$ cat config.mk
export PLATFORM = sky130hd
export DESIGN_NAME = proc_instr_sequencer
export DESIGN_NICKNAME = d
export VERILOG_FILES = /design/src/rtl/proc_instr_sequencer_pkg.sv /design/src/rtl/proc_instr_sequencer_timer.sv /design/src/rtl/proc_instr_sequencer.sv
export SDC_FILE = /design/constraint.sdc
export NUM_CORES = 1
export LEC_CHECK = 0
export CAP_MARGIN = 10
export CORE_MARGIN = 1
export CORE_UTILIZATION = 50
export CTS_BUF_LIST = sky130_fd_sc_hd__clkbuf_8
export DETAILED_ROUTE_END_ITERATION = 10
export PLACE_DENSITY = 0.74
export SKIP_CTS_REPAIR_TIMING = 1
export SYNTH_ARGS = -nofsm -noshare
export SYNTH_HDL_FRONTEND = slang
export SYNTH_HIERARCHICAL = 1
export SYNTH_SLANG_ARGS = --single-unit
$ cat constraint.sdc
create_clock -name Clock -period 5.1 [get_ports Clock]
set_input_delay 1.02 -clock Clock [delete_from_list [all_inputs] [get_ports Clock]]
set_output_delay 1.02 -clock Clock [all_outputs]
set_load 0.05 [all_outputs]
$ cat src/rtl/proc_instr_sequencer_pkg.sv
// Shared definitions for the instruction sequencer: instruction field layout,
// opcode values and the sequencer FSM state encoding.
package proc_instr_sequencer_pkg;

  // Instruction word layout: IIIXXXYYY
  localparam int unsigned INSTR_W = 9;
  localparam int unsigned OP_MSB  = 8;
  localparam int unsigned OP_LSB  = 6;

  typedef enum logic [2:0] {
    OpMv   = 3'b000,
    OpMvi  = 3'b001,
    OpAdd  = 3'b010,
    OpSub  = 3'b011,
    OpHalt = 3'b111
  } opcode_e;

  typedef enum logic [2:0] {
    StIdle,
    StFetch,
    StDecode,
    StFetchImm,
    StIssue,
    StExec,
    StError
  } seq_state_e;

  function automatic logic [2:0] opcode(input logic [INSTR_W-1:0] instr);
    return instr[OP_MSB:OP_LSB];
  endfunction

endpackage

$ cat src/rtl/proc_instr_sequencer_timer.sv
// Done-wait timer for the instruction sequencer.
// Ports:
//   clk, rst_n : clock, asynchronous active-low reset
//   clear      : synchronously reload the count with zero (wins over en)
//   en         : count up by one per cycle
//   terminal   : high in the cycle whose closing edge brings the count to TIMEOUT
module proc_instr_sequencer_timer #(
  parameter int unsigned TIMEOUT = 15
) (
  input  logic clk,
  input  logic rst_n,
  input  logic clear,
  input  logic en,
  output logic terminal
);

  localparam int unsigned CntW = $clog2(TIMEOUT + 1);

  logic [CntW-1:0] count;

  assign terminal = en && (count == CntW'(TIMEOUT - 1));

  always_ff @(posedge clk or negedge rst_n) begin
    if (!rst_n) begin
      count <= '0;
    end else if (clear) begin
      count <= '0;
    end else if (en && !terminal) begin
      // Hold at the limit instead of wrapping.
      count <= count + 1'b1;
    end
  end

endmodule

$ cat src/rtl/proc_instr_sequencer.sv
// Autonomous instruction feeder for the 9-bit simple processor. Reads a synchronous
// program ROM, issues each instruction on DIN with a one-cycle Run pulse (mvi immediate
// follows on DIN), waits for Done and advances the PC.
// Ports:
//   Clock, Resetn : clock, asynchronous active-low reset
//   Start         : pulse, restart at address 0 (honoured in IDLE/ERROR only)
//   Stop          : level, return to IDLE after the current instruction's Done
//   mem_addr      : ROM address (data appears on mem_data one cycle later)
//   mem_data      : ROM read data
//   DIN, Run      : processor instruction/immediate bus and issue strobe
//   Done          : processor completion
//   Busy          : high outside IDLE and ERROR
//   PC            : address of the current instruction
//   instr_cnt     : completed instructions since Start, saturating at 255
//   Error         : sticky Done timeout flag
module proc_instr_sequencer
  import proc_instr_sequencer_pkg::*;
#(
  parameter int unsigned ADDR_W  = 5,
  parameter int unsigned TIMEOUT = 15,
  parameter logic [2:0]  HALT_OP = OpHalt
) (
  input  logic              Clock,
  input  logic              Resetn,
  input  logic              Start,
  input  logic              Stop,
  output logic [ADDR_W-1:0] mem_addr,
  input  logic [8:0]        mem_data,
  output logic [8:0]        DIN,
  output logic              Run,
  input  logic              Done,
  output logic              Busy,
  output logic [ADDR_W-1:0] PC,
  output logic [7:0]        instr_cnt,
  output logic              Error
);

  seq_state_e        state;
  logic [8:0]        ir;
  logic [8:0]        imm;
  logic [2:0]        dec_op;
  logic              ir_is_mvi;
  logic [ADDR_W-1:0] pc_next;
  logic              timer_active;
  logic              timer_terminal;

  assign dec_op       = opcode(mem_data);
  assign ir_is_mvi    = (opcode(ir) == OpMvi);
  // Modulo 2**ADDR_W, so the wrap from the last address is implicit.
  assign pc_next      = PC + (ir_is_mvi ? ADDR_W'(2) : ADDR_W'(1));
  assign timer_active = (state == StIssue) || (state == StExec);

  proc_instr_sequencer_timer #(
    .TIMEOUT (TIMEOUT)
  ) u_timer (
    .clk      (Clock),
    .rst_n    (Resetn),
    .clear    (!timer_active),
    .en       (timer_active),
    .terminal (timer_terminal)
  );

  always_ff @(posedge Clock or negedge Resetn) begin
    if (!Resetn) begin
      state     <= StIdle;
      mem_addr  <= '0;
      DIN       <= '0;
      Run       <= 1'b0;
      Busy      <= 1'b0;
      PC        <= '0;
      instr_cnt <= '0;
      Error     <= 1'b0;
      ir        <= '0;
      imm       <= '0;
    end else begin
      Run <= 1'b0;
      case (state)
        StIdle, StError: begin
          if (Start) begin
            state     <= StFetch;
            PC        <= '0;
            mem_addr  <= '0;
            instr_cnt <= '0;
            Error     <= 1'b0;
            Busy      <= 1'b1;
          end
        end
        StFetch: begin
          // Instruction address is already with the ROM; pre-point at the word after it
          // so an mvi immediate is ready one cycle after DECODE.
          mem_addr <= PC + ADDR_W'(1);
          state    <= StDecode;
        end
        StDecode: begin
          ir <= mem_data;
          if (dec_op == HALT_OP) begin
            state <= StIdle;
            Busy  <= 1'b0;
          end else if (dec_op == OpMvi) begin
            state <= StFetchImm;
          end else begin
            state <= StIssue;
            Run   <= 1'b1;
            DIN   <= mem_data;
          end
        end
        StFetchImm: begin
          imm   <= mem_data;
          state <= StIssue;
          Run   <= 1'b1;
          DIN   <= ir;
        end
        StIssue: begin
          state <= StExec;
          DIN   <= ir_is_mvi ? imm : ir;
        end
        StExec: begin
          // Done is checked first so it wins over a same-cycle timeout.
          if (Done) begin
            PC <= pc_next;
            if (instr_cnt != 8'hFF) begin
              instr_cnt <= instr_cnt + 8'd1;
            end
            if (Stop) begin
              state <= StIdle;
              Busy  <= 1'b0;
            end else begin
              state    <= StFetch;
              mem_addr <= pc_next;
            end
          end else if (timer_terminal) begin
            state <= StError;
            Error <= 1'b1;
            Busy  <= 1'b0;
          end
        end
        default: begin
          state <= StIdle;
          Busy  <= 1'b0;
        end
      endcase
    end
  end

endmodule

Yosys cells after proc, flatten, opt, wreduce, memory -nomap -nowiden
Cells that the tools add are included.
{ "word_totals": {"input_bits": 14, "register_bits": 55, "out_inout_bits": 30, "elab_cells": 93} }
{ "classes": {"mux": 37, "reduce_logical": 17, "n_eq_ne": 23, "add_sub_neg": 4, "bitwise_logic": 1} }
{ "op_table": {"columns": ["cell", "count"], "rows": [
  ["$mux W9", 3],
  ["$pmux W9 S3", 1],
  ["$mux W8", 3],
  ["$mux W5", 4],
  ["$pmux W3 S6", 1],
  ["$ne A2 B2 Y1 const B", 8],
  ["$pmux W8 S2", 1],
  ["$mux W3", 5],
  ["$pmux W5 S3", 1],
  ["$eq A3 B3 Y1 const B", 4],
  ["$reduce_and A4 Y1", 3],
  ["$mux W1", 11],
  ["$pmux W5 S2", 1],
  ["$eq A3 B1 Y1 const B", 3],
  ["$add A8 B1 Y8 const B", 1],
  ["$mux W4", 2],
  ["$ne A8 B8 Y1 const B", 1],
  ["$eq A3 B2 Y1 const B", 2],
  ["$reduce_and A3 Y1", 2],
  ["$reduce_bool A3 Y1", 2],
  ["$add A5 B1 Y5 const B", 1],
  ["$add A5 B2 Y5", 1],
  ["$reduce_and A5 Y1", 1],
  ["$add A4 B1 Y4 const B", 1],
  ["other kinds (16)", 19]
]} }

Longest topological paths before layout
Gate-level depths: netlist of run 1.
{ "depth": {"word_depth": 7, "depth_mapped": 8, "depth_no_buf": 8} }

Cells and area by module
The synthesis of run 1 kept the hierarchy.
{ "modules_own_cells": {"columns": ["mod", "cells_per_inst", "n_inst", "area_per_inst_um2", "seq_area_each_um2"], "rows": [
  ["proc_instr_sequencer", 268, 1, 2850.2, 1276.2],
  ["proc_instr_sequencer_timer", 24, 1, 254.0, 100.1]
]} }

Worst setup path before layout of run 1
Ideal clock, no wire load.
{ "synth_timing": {"path_kind": "input port to flip-flop", "startpoint": "input Done", "endpoint": "register instr_cnt[3]", "n_path_buf": 2, "path_stages": 6, "setup_time_ns": 0.078, "arrival_ns": 2.133, "t_required_ns": 5.022, "path_slack_ns": 2.889, "path_cell_list": "buf_4 > and4b_1 > buf_4 > a21oi_2 > or4_1 > a21boi_1"} }
{ "synth_via": {"elab_chain_cells": 2} }
{ "synth_rtl": {"columns": ["element", "line_no", "rtl"], "rows": [
  ["start, declared", "proc_instr_sequencer.sv:31", "input logic Done,"],
  ["$ne A2 B2 Y1 (no line)", null, null],
  ["$reduce_and A4 Y1 (no line)", null, null],
  ["end signal, assigned", "proc_instr_sequencer.sv:122", "instr_cnt <= instr_cnt + 8'd1;"],
  ["end, declared", "proc_instr_sequencer.sv:34", "output logic [7:0] instr_cnt,"]
]} }
No other way between the ends.
A chain may end at the register's enable or synchronous reset.

Worst setup path in the final report of run 1
{ "layout_timing": {"startpoint": "register PC[2]", "endpoint": "output PC[2]"} }
{ "layout_rtl": {"columns": ["element", "line_no", "rtl"], "rows": [
  ["start, declared", "proc_instr_sequencer.sv:33", "output logic [ADDR_W-1:0] PC,"],
  ["start signal, assigned", "proc_instr_sequencer.sv:120", "PC <= pc_next;"]
]} }
No word-level cell between the ends.

==> flow_metrics.tcl, run 1 <==
set metrics [dict create \
    core-area_mm2 0.005956 \
    initial_core_util 0.5212 \
    switching_share 0.4321 \
    netlist-cell-type-count 69 \
    fin_skew_ps 5.028 \
    fmax_mhz 357.9 \
    place_congestion 0.8235 \
    track_usage 0.2111 \
    async_flop_share 1.000 \
    pwr-share-clk 0.159 \
    synth_area_leaders "dfrtp_1, mux2_2, mux2i_1" \
    grt_pass1_wl_um 10700 \
    hp-class "reg -> reg" \
    yosysWarnings 6 \
    rsz0062_at_grt "false" \
    syn_area_mm2 0.003104 \
    clk_pin_slew_ps 100 \
    grt_max_degree 56 \
    rr_worst_depth 7 \
    critPathBufInv 1 \
    slew_headroom 0.3652 \
    p_sw_w 0.0009355 \
    io_buffers 43 \
    cts_tree "yes" \
    r2r_end "state[0]" \
    setup_tns_ps 0 \
    yosys_register_bits 55 \
    antenna_cells 0 \
    crit_path_cell_trace "clkdlybuf4s50_1" \
    r2r-start "state[2]" \
    chipWidth_um 80.80 \
    cp-endpoint "PC[2]" \
    power_density_mw_per_mm2 590.2 \
    arrival_ps 1770 \
    yosys_most_used_dff "dfrtp_1" \
    viasPerCell 5.938 \
    drc_errors 0 \
    ant_nets 0 \
    syn_avg_cell_area_um2 10.63 \
    outcome "finished clean" \
    slew_violations 0 \
    grt_pass1_vias 2261 \
    critPathMaxStageDelay_ps 880 \
    total_leakage_power_nw 1.544 \
    slowest_stage "clkdlybuf4s50_1" \
    worst_pin_slew_ps 952.2 \
    drv_cap 0 \
    worstPathMaxFanout 11 \
    drt-initial-drc-count 145 \
    synth_fp_nets 312 \
    worstHoldPathCells 2 \
    startpoint "PC[2]" \
    synth-edff-count 0 \
    hold_violations 0 \
    crit_family "buffers and inverters" \
    clockBufferDepth 2 \
    hpwl_um 4501 \
    core.rowCount 28 \
    die-area_mm2 0.006528 \
    p_total_w 0.002165 \
    endpoint_kind "primary output" \
    reg2reg_slack_ps 2340 \
    power.internal_w 0.001230 \
    cp.depth 1 \
    clk_latency_ps 310 \
    synth_top_area_cell "dfrtp_1" \
    overflow 0 \
    htreeDepth 2 \
    ys_seq_area_frac 0.4434 \
    final_nets 348 \
    pin_count 44 \
    synth.top_cell.area_share 0.4434 \
    vias 2399 \
    clock_tree.root_cell "clkbuf_8" \
    cp_data_required_time_ps 4080 \
    die_h_um 80.80 \
    fill_cells 505 \
    synth_cells 292 \
    detailedRoute.firstPassIterationCount 5 \
    clock_sinks 55 \
    fin_crit_ps 2794 \
    crit_path_start_kind "flip-flop" \
    critical_path_class "reg -> out" \
    timing.final.crit_share 0.5479 \
    seqPwrFrac 0.352 \
    antenna_found_initial 0 \
    wl_per_cell_um 15.73 \
    routed_wl_um 6354 \
    area_growth_pct 18.18 \
    drive_gt1_frac 0.1368 \
    cts_inserted_buffers 5 \
    setup_violations 0 \
    vdd_drop_max_mv 0.3481 \
    power_frac_comb 0.489 \
]
==> worst min-delay path, cell delays in order (launching register included) <==
cell     delay (ps)
dfrtp_1         360
nand2_1          50
o21ai_0          60
==> cell type report <==
class | count | area, um2 | area share
Inverter | 21 | 78.83 | 0.02149
Clock inverter | 3 | 67.56 | 0.01842
Multi-Input combinational cell | 201 | 1550 | 0.4226
Tap cell | 75 | 93.84 | 0.02558
Sequential cell | 55 | 1376 | 0.3752
Timing Repair Buffer | 44 | 432.9 | 0.1180
Clock buffer | 5 | 68.82 | 0.01876
==> cell usage after synthesis (6+ instances only) <==
cell,n
xnor2_1,6
ha_1,6
o21ai_0,14
mux2_2,18
a21oi_1,10
o31ai_1,9
nor2_1,12
mux2i_1,8
dfrtp_1,55
buf_2,7
nand2b_1,7
inv_1,19
a31oi_1,6
nor3_1,8
nand3_1,8
a222oi_1,6
nand2_1,13
==> how the worst min path moves through the flow <==
stage / start / end
after floorplan: imm[6] / imm[6]
after global placement: imm[6] / imm[6]
after detailed placement: imm[6] / imm[6]
after CTS: imm[6] / imm[6]
after global routing: imm[1] / imm[1]
final: imm[6] / imm[6]
==> power groups by stage <==
stage | sequential, W | clock, W | combinational, W
final | 0.000763 | 0.000344 | 0.00106
after global routing | 0.000791 | 0.000365 | 0.00116
after CTS | 0.000761 | 0.000350 | 0.00106
after detailed placement | 0.000770 | 0 | 0.00106
after global placement | 0.000761 | 0 | 0.00104
after floorplan | 0.000886 | 0 | 0.000694
==> state kept, by name (all words and copies together) (netlist names), 3 cells and up <==
name,flops
DIN,9
imm,9
ir,9
instr_cnt,8
PC,5
mem_addr,5
u_timer/count,4
state,3
==> through the flow <==
stage	cell area (um2)	hold slack [ps]	utilization	instances	setup WS [ps]
2_1_floorplan	3104	451.1	-	292	2889
3_3_place_gp	3532	470.9	0.5931	396	2134
3_5_place_dp	3532	478.3	0.5931	396	2051
4_1_cts	3669	501.8	0.6160	404	2314
5_1_grt	3669	534.2	0.6160	404	2085
6_report	3669	498.1	0.6160	404	2306
==> cell usage in the layout, fill, tap and decap left out, types with 3 or more instances in the layout <==
| cell | n |
|---|---|
| clkdlybuf4s50_1 | 42 |
| nor2b_1 | 3 |
| nor3_1 | 8 |
| mux2_2 | 18 |
| a21o_1 | 3 |
| ha_1 | 6 |
| xnor2_1 | 6 |
| a222oi_1 | 6 |
| o31ai_1 | 9 |
| mux2i_1 | 8 |
| o21ai_0 | 14 |
| a22o_1 | 3 |
| nand4b_1 | 3 |
| a21oi_1 | 10 |
| nand2b_1 | 7 |
| a31oi_1 | 6 |
| or3_1 | 3 |
| nor2_1 | 12 |
| nand3_1 | 8 |
| clkbuf_8 | 5 |
| dfrtp_1 | 55 |
| inv_1 | 19 |
| o2bb2ai_1 | 3 |
| nand2_1 | 13 |
==> logic make-up after synthesis <==
group | after synthesis | synth area share
xor+xnor | 7 | 0.01975
buf+inv | 36 | 0.05723
fa+ha+maj | 8 | 0.03063
mux | 29 | 0.1044
compound gates | 76 | 0.1834
simple gates | 81 | 0.1612
flops | 55 | 0.4434
==> metal layers <==
metal / wire, um / global-route usage / up-vias
li1: - / - / 1162
met1: 3021 / 0.2883 / 1187
met2: 3097 / 0.3424 / 45
met3: 190 / 0.04270 / 5
met4: 45 / 0.05536 / 0
met5: 0 / 0 / -
Power figures use the tool's default switching activity.
==> run 2, diff against run 1 <==
--- a/config.mk
+++ b/config.mk
@@ -10,7 +10,7 @@
 export CORE_UTILIZATION = 50
 export CTS_BUF_LIST = sky130_fd_sc_hd__clkbuf_8
 export DETAILED_ROUTE_END_ITERATION = 10
-export PLACE_DENSITY = 0.74
+export PLACE_DENSITY = 0.77
 export SKIP_CTS_REPAIR_TIMING = 1
 export SYNTH_ARGS = -nofsm -noshare
 export SYNTH_HDL_FRONTEND = slang
==> constraint.sdc (replaced) <==
create_clock -name Clock -period 2.52 [get_ports Clock]
set_input_delay 0.504 -clock Clock [delete_from_list [all_inputs] [get_ports Clock]]
set_output_delay 0.504 -clock Clock [all_outputs]
set_load 0.05 [all_outputs]
==> run 2 against run 1 <==
- global-route usage rose by 0.39 points
- cell count rose by 2.7%
- largest cell class unchanged
- first-iteration DRC count fell by 19%
- core utilization rose by 1.3 points
- wire length fell by 0.30%
- register-to-register slack got worse by 1900 ps
- final area rose by 2.0%
- sequential power rose by 90%
==> flow_metrics.tcl, run 2 (synthesis results as in run 1) <==
set metrics [dict create \
    detailedRoute.firstPassIterationCount 4 \
    io_buffers 43 \
    hp-class "in -> async" \
    slowest_stage "clkdlybuf4s50_1" \
    track_usage 0.2150 \
    cts_inserted_buffers 5 \
    worst_slack_ps 263.5 \
    grt_max_degree 34 \
    fin_crit_ps 2256 \
    drt-initial-drc-count 118 \
    drc_errors 0 \
    slew_violations 0 \
    drive_gt1_frac 0.1647 \
    place_congestion 0.8460 \
    core.rowCount 28 \
    clock_sinks 55 \
    clockBufferDepth 2 \
    die-area_mm2 0.006528 \
    r2r_end "mem_addr[2]" \
    crit_family "buffers and inverters" \
    overflow 0 \
    die_h_um 80.80 \
    drv_cap 0 \
    chipWidth_um 80.80 \
    core-area_mm2 0.005956 \
    hold_violations 0 \
    critPathBufInv 1 \
    timing.final.crit_share 0.8954 \
    cp-endpoint "PC[2]" \
    power_density_mw_per_mm2 1174 \
    endpoint_kind "primary output" \
    critPathMaxStageDelay_ps 870 \
    cp.depth 1 \
    fin_skew_ps 3.750 \
    grt_pass1_wl_um 10950 \
    worstPathMaxFanout 11 \
    final_nets 359 \
    viasPerCell 6.007 \
    setup_tns_ps 0 \
    worst_pin_slew_ps 558.0 \
    crit_path_cell_trace "clkdlybuf4s50_1" \
    biggestRegsByFlops "DIN: 9 flops, imm: 9 flops, ir: 9 flops" \
    final_common_cell "dfrtp_1" \
    pin_count 44 \
    wl_per_cell_um 15.27 \
    r2r-start "ir[8]" \
    place_ws_ps 291.5 \
    slew_headroom 0.6280 \
    area_growth_pct 20.60 \
    clk_latency_ps 310 \
    outcome "finished clean" \
    setup_violations 0 \
    critical_path_class "reg -> out" \
    hpwl_um 4557 \
    fill_cells 509 \
    vdd_drop_max_mv 0.8904 \
    initial_core_util 0.5212 \
    clk_pin_slew_ps 100 \
    antenna_cells 0 \
    clock_tree.root_cell "clkbuf_8" \
    grt_pass1_vias 2278 \
    htreeDepth 2 \
    ant_nets 0 \
    fmax_mhz 443.2 \
    antenna_found_initial 0 \
    final_cell_mix "dfrtp_1, clkdlybuf4s50_1, inv_1" \
    cp_data_required_time_ps 2020 \
    rsz0062_at_grt "false" \
    crit_path_start_kind "flip-flop" \
    vias 2493 \
    arrival_ps 1750 \
    cts_tree "yes" \
    rr_worst_depth 7 \
    startpoint "PC[2]" \
    total_leakage_power_nw 1.597 \
    routed_wl_um 6335 \
    reg2reg_slack_ps 480 \
]
[run 2: cell count changes in the layout (fill, tap and decap cells not counted)]
cell and change:
buf_12 +1, bufinv_16 -1, clkinv_4 +1, inv_6 +1, clkinvlp_4 -1, buf_4 +10
[run 2: final cells by class]
class | count | area [um2] | share of cell area
clock buffers | 5 | 68.82 | 0.01838
clock inverters | 3 | 47.55 | 0.01270
inverters | 21 | 78.83 | 0.02106
multi-input cells | 201 | 1550 | 0.4141
flip-flops and latches | 55 | 1376 | 0.3676
well taps | 75 | 93.84 | 0.02507
repair buffers | 55 | 528.0 | 0.1410
[run 2: through the flow]
| step | hold slack, ps | power [W] | utilization | cells | area [um2] |
|---|---|---|---|---|---|
| floorplan | 208.4 | 0.003197 | - | 292 | 3104 |
| global placement | 470.1 | 0.003741 | 0.6090 | 407 | 3627 |
| detailed placement | 476.3 | 0.003798 | 0.6090 | 407 | 3627 |
| CTS | 191.4 | 0.004412 | 0.6286 | 415 | 3744 |
| global route | 216.7 | 0.004699 | 0.6286 | 415 | 3744 |
| finish | 169.1 | 0.004395 | 0.6286 | 415 | 3744 |
[run 2: where the power goes]
group	internal [W]	switching [W]	leakage, nW
clock	0.000302	0.000303	0.0587
sequential	0.00119	0.000261	0.704
combinational	0.000988	0.00135	0.834
[run 2: worst min-delay path by stage]
stage,start,slack (ps),end
floorplan,Resetn,210,Busy
global placement,imm[6],470,imm[6]
detailed placement,imm[6],480,imm[6]
CTS,Resetn,190,instr_cnt[6]
global route,Resetn,220,mem_addr[2]
finish,Resetn,170,instr_cnt[6]
[run 2: per-layer routing]
layer	global-route usage	routed length [um]	up-vias	share of wire
met2	0.3331	3032	70	0.48
met3	0.03820	284	8	0.045
met1	0.3126	2957	1227	0.47
met4	0.05179	61	0	0.0096
met5	0	0	-	0
li1	-	-	1188	-
==> run 3, diff against run 2 <==
--- a/config.mk
+++ b/config.mk
@@ -12,6 +12,7 @@
 export DETAILED_ROUTE_END_ITERATION = 10
 export PLACE_DENSITY = 0.77
 export SKIP_CTS_REPAIR_TIMING = 1
+export SLEW_MARGIN = 10
 export SYNTH_ARGS = -nofsm -noshare
 export SYNTH_HDL_FRONTEND = slang
 export SYNTH_HIERARCHICAL = 1
==> results of run 3 <==
Same layout as run 2: the final DEF is identical, and so are final timing and power.
